**src/rtl/minmax_pkg.sv**
```systemverilog
// Shared definitions for the burst min/max sequencer: state encoding and
// default widths used by the top and the comparator.
package minmax_pkg;

    localparam int DEFAULT_DATA_W  = 16;
    localparam int DEFAULT_COUNT_W = 8;

    typedef enum logic [2:0] {
        S_IDLE    = 3'd0,
        S_LOAD    = 3'd1,
        S_FETCH   = 3'd2,
        S_CMP_MAX = 3'd3,
        S_CMP_MIN = 3'd4,
        S_DONE    = 3'd5
    } state_t;

endpackage

```
**src/rtl/mag_comparator.sv**
```systemverilog
// Unsigned magnitude comparator; exactly one of gt/lt/eq is high.
module mag_comparator #(
    parameter int DATA_W = 16
) (
    input  logic [DATA_W-1:0] a,
    input  logic [DATA_W-1:0] b,
    output logic              gt,
    output logic              lt,
    output logic              eq
);

    assign gt = (a > b);
    assign lt = (a < b);
    assign eq = (a == b);

endmodule

```
**src/rtl/minmax_seq.sv**
```systemverilog
// Burst min/max sequencer: accepts samples over valid/ready and tracks the
// running extremes through one shared comparator, one compare per cycle.
module minmax_seq
    import minmax_pkg::*;
#(
    parameter int DATA_W  = DEFAULT_DATA_W,
    parameter int COUNT_W = DEFAULT_COUNT_W
) (
    input  logic               clk,
    input  logic               rst,
    input  logic               start,
    input  logic [COUNT_W-1:0] burst_len,
    input  logic [DATA_W-1:0]  in_data,
    input  logic               in_valid,
    output logic               in_ready,
    output logic [DATA_W-1:0]  max_out,
    output logic [DATA_W-1:0]  min_out,
    output logic               busy,
    output logic               done
);

    state_t             state;
    state_t             state_next;
    logic [COUNT_W-1:0] cnt;
    logic [COUNT_W-1:0] cnt_inc;
    logic [COUNT_W-1:0] len_reg;
    logic [DATA_W-1:0]  sample_reg;
    logic [DATA_W-1:0]  cmp_b;
    logic               cmp_gt;
    logic               cmp_lt;
    logic               cmp_eq;
    logic               xfer;

    assign xfer    = in_valid & in_ready;
    assign cnt_inc = cnt + 1'b1;

    // The comparator's b side is always the extreme register being updated.
    assign cmp_b = (state == S_CMP_MIN) ? min_out : max_out;

    mag_comparator #(.DATA_W(DATA_W)) u_cmp (
        .a  (sample_reg),
        .b  (cmp_b),
        .gt (cmp_gt),
        .lt (cmp_lt),
        .eq (cmp_eq)
    );

    always_ff @(posedge clk) begin
        if (rst) begin
            state <= S_IDLE;
        end else begin
            state <= state_next;
        end
    end

    always_comb begin
        state_next = state;
        in_ready   = 1'b0;
        busy       = 1'b1;
        done       = 1'b0;
        unique case (state)
            S_IDLE: begin
                busy = 1'b0;
                if (start && (burst_len != '0)) state_next = S_LOAD;
            end
            S_LOAD: begin
                in_ready = 1'b1;
                if (in_valid) state_next = (len_reg == COUNT_W'(1)) ? S_DONE : S_FETCH;
            end
            S_FETCH: begin
                in_ready = 1'b1;
                if (in_valid) state_next = S_CMP_MAX;
            end
            S_CMP_MAX: state_next = S_CMP_MIN;
            S_CMP_MIN: state_next = (cnt_inc == len_reg) ? S_DONE : S_FETCH;
            S_DONE: begin
                done       = 1'b1;
                state_next = S_IDLE;
            end
            default: state_next = S_IDLE;
        endcase
    end

    // Ties leave the register alone so the earlier sample is retained.
    always_ff @(posedge clk) begin
        if (rst) begin
            cnt        <= '0;
            len_reg    <= '0;
            sample_reg <= '0;
            max_out    <= '0;
            min_out    <= '0;
        end else begin
            case (state)
                S_IDLE: begin
                    if (start && (burst_len != '0)) len_reg <= burst_len;
                end
                S_LOAD: begin
                    if (xfer) begin
                        max_out <= in_data;
                        min_out <= in_data;
                        cnt     <= COUNT_W'(1);
                    end
                end
                S_FETCH: begin
                    if (xfer) sample_reg <= in_data;
                end
                S_CMP_MAX: begin
                    if (cmp_gt) max_out <= sample_reg;
                end
                S_CMP_MIN: begin
                    if (cmp_lt && !cmp_eq) min_out <= sample_reg;
                    cnt <= cnt_inc;
                end
                default: ;
            endcase
        end
    end

endmodule

```
**config.mk**
```make
export PLATFORM = sky130hd
export DESIGN_NAME = minmax_seq
export DESIGN_NICKNAME = d
export VERILOG_FILES = /design/src/rtl/minmax_pkg.sv /design/src/rtl/mag_comparator.sv /design/src/rtl/minmax_seq.sv
export SDC_FILE = /design/constraint.sdc
export NUM_CORES = 1
export LEC_CHECK = 0
export ABC_AREA = 1
export CORE_MARGIN = 4
export CORE_UTILIZATION = 45
export CTS_BUF_LIST = sky130_fd_sc_hd__clkbuf_4 sky130_fd_sc_hd__clkbuf_8 sky130_fd_sc_hd__clkbuf_16
export CTS_CLUSTER_SIZE = 28
export DETAILED_ROUTE_END_ITERATION = 8
export DONT_BUFFER_PORTS = 1
export SYNTH_ARGS = -nofsm -noshare
export SYNTH_HDL_FRONTEND = slang
export SYNTH_SLANG_ARGS = --single-unit
```
**constraint.sdc**
```tcl
create_clock -name clk -period 3.34 [get_ports clk]
set_input_delay 0.668 -clock clk [delete_from_list [all_inputs] [get_ports clk]]
set_output_delay 0.668 -clock clk [all_outputs]
set_load 0.1 [all_outputs]
```
==> results.yml <==
drt:
  wl_mm: 10.1
  first_pass_iters: 5
  drt-vias-per-instance: 5.23
  detail-route-antenna-nets: 0
  wl_per_cell_um: 13.3
  first_iter_violations: 193
  vias: 3961
  drc: 0
grt:
  grt_use_met1: 0.262
  top_usage_layer: "met2"
  overflow: 0
  grt_use_met3: 0.0507
  grt_max_degree: 57
  grt_pass1_wl_mm: 16.7
  met2_usage: 0.323
  track_usage: 0.199
  antenna_found_initial: 0
  grt_pass1_vias: 3656
worst_setup_path:
  max_stage_delay_ns: 0.42
  start_kind: "flop"
  worstSetupPathType: "flop to flop"
  crit_buf_inv: 4
  required_ns: 3.58
  critical-path-top-delay-family: "simple AND/OR/NAND/NOR gates"
  crit_arrival_ns: 3.18
  r2r_slack_ns: 0.41
  crit_top_cell: "nand2_1"
  crit_path_end_kind: "flop"
  path_max_fanout: 22
  worstPathCellList: "nor2_1, inv_2, nor2_8, inv_2, buf_4, nand2_1, o21ai_1, ha_1, a21oi_1, nor2_1, nor3_1, nand2_1, nand2_1, nand3_1, nand2_1, buf_4, nand3_1, nand2_1, nor2_1"
  cp_slowest_cell: "dfxtp_1"
finish:
  layout.nets: 689
  design_area_um2: 4640
  num_antenna_cells: 0
  fin_cells: 757
  layout-drive-gt1-share: 0.139
  filler_cell_count: 880
  synthToLayoutAreaGrowth_pct: 15.1
timing:
  fin_hold_ws_ns: 0.378
  rsz0062_at_grt: "no"
  slew_violations: 0
  timing.slew.headroom: 0.332
  fin_crit_ns: 2.93
  final.setup.tns_ns: 0
  setup_violations: 0
  finalCritPeriodShare: 0.878
  hold_viol: 0
  clock_skew_ns: 0.00652
  worst_pin_slew_ns: 1.00
  max_freq_mhz: 341
floorplan:
  initial_utilization: 0.463
  die_y_um: 103
  ios: 63
  core_area_um2: 8720
  die_area_um2: 10500
  rows: 34
  die_x_um: 103
place:
  gp_congestion: 0.824
  place_inst: 741
  dpl.hpwl_mm: 7.18
  dpl_cell_area_um2: 4380
  io_buffers: 0
synth:
  synth_top_area_share: 0.333
  syn_inst: 624
  syn_avg_cell_area_um2: 6.46
  ys_ff_latch: 67
  syn_nets: 669
  syn-cell-area_um2: 4030
  synth.largest_area_cell: "dfxtp_1"
  synthTopCellsByArea: "dfxtp_1 (33%), nand2_1 (13%), a21oi_1 (8.7%)"
  yosys_warnings: 0
  ys_seq_area_frac: 0.333
  synth_cell_types: 33
hold_path:
  hp-class: "input pin to flop"
clock_network:
  tritoncts: "built"
  ctsHoldBuffers: 0
  clock_latency_ns: 0.35
  cts_buffers: 9
  cts_setup_buffers: 0
  clock-sinks: 67
  cts_resized: 0
  clk_pin_slew_ns: 0.08
  clock-root-buffer: "clkbuf_8"
  cts.htree.levels: 3
  cts_buffer_depth: 2
outcome:
  status: "finished clean"
power:
  p_leak_nw: 2.22
  p_per_area_nw_per_um2: 806
  peakVddDrop_uv: 345
job:
  drv_cap: 0
[layer usage]
layer / wire, um / vias up
met2: 4710 / 98
met3: 693 / 13
met5: 0 / -
met1: 4580 / 1778
li1: - / 2072
met4: 97 / 0
[kinds of logic after synthesis]
group                    count (synthesis)  synth area share
adder cells (fa/ha/maj)                 17            0.0527
AND/OR/NAND/NOR                        274             0.310
buffers and inverters                  115             0.113
XOR/XNOR                                 2           0.00434
AO/OA/AOI/OAI                          149             0.187
flip-flops                              67             0.333
[final cells by class]
| class | count | area (um2) | area share |
|---|---|---|---|
| repair buffers | 43 | 355 | 0.0765 |
| multi-input cells | 442 | 2240 | 0.483 |
| clock inverters | 7 | 140 | 0.0302 |
| flip-flops and latches | 67 | 1340 | 0.289 |
| well taps | 108 | 135 | 0.0291 |
| clock buffers | 9 | 124 | 0.0267 |
| inverters | 81 | 304 | 0.0655 |
[worst paths after layout]
path / from / cells after the start / to
max: state[1] / 19 / min_out[5]
min: rst / 1 / cnt[2]
max reg2reg: state[1] / 19 / min_out[5]
min reg2reg: cnt[7] / 2 / cnt[7]
[layout by cell type (no fill, tap or decap), types with 9 or more instances in the layout]
cell	netlist	layout
nand2_1	143	143
inv_1	73	73
a21oi_1	70	70
dfxtp_1	67	67
nand3_1	54	54
nor2_1	43	43
o21ai_0	43	43
buf_4	1	41
o21ai_1	32	32
ha_1	17	17
clkbuf_8	0	9
[power by group]
part           total [mW]  internal (mW)  leakage [nW]  switching (mW)
Combinational        1.81          0.445          1.55            1.37
Clock               0.900          0.570         0.125           0.330
Sequential           1.03          0.944         0.547          0.0831
Total                3.74           1.96          2.22            1.78
[synthesized netlist by cell type, drive strengths merged]
cell and count:
xor2 1, nor4 4, a21o 1, o21ai 75, nand3 61, nand4 5, nor3 3, o211ai 1
a31oi 1, a21oi 71, dfxtp 67, and2 1, clkinv 1, ha 17, nand3b 1, xnor2 1
clkbuf 16, buf 18, inv 80, nor2 54, nand2 145
[per-stage QoR]
stage / util / power (mW) / setup slack (ns)
2_1_floorplan: - / 2.53 / 0.131
3_3_place_gp: 0.502 / 2.83 / 0.566
3_5_place_dp: 0.502 / 2.86 / 0.449
4_1_cts: 0.532 / 3.76 / 0.430
5_1_grt: 0.532 / 3.96 / 0.0696
6_report: 0.532 / 3.74 / 0.406
Power figures use the tool's default switching activity.
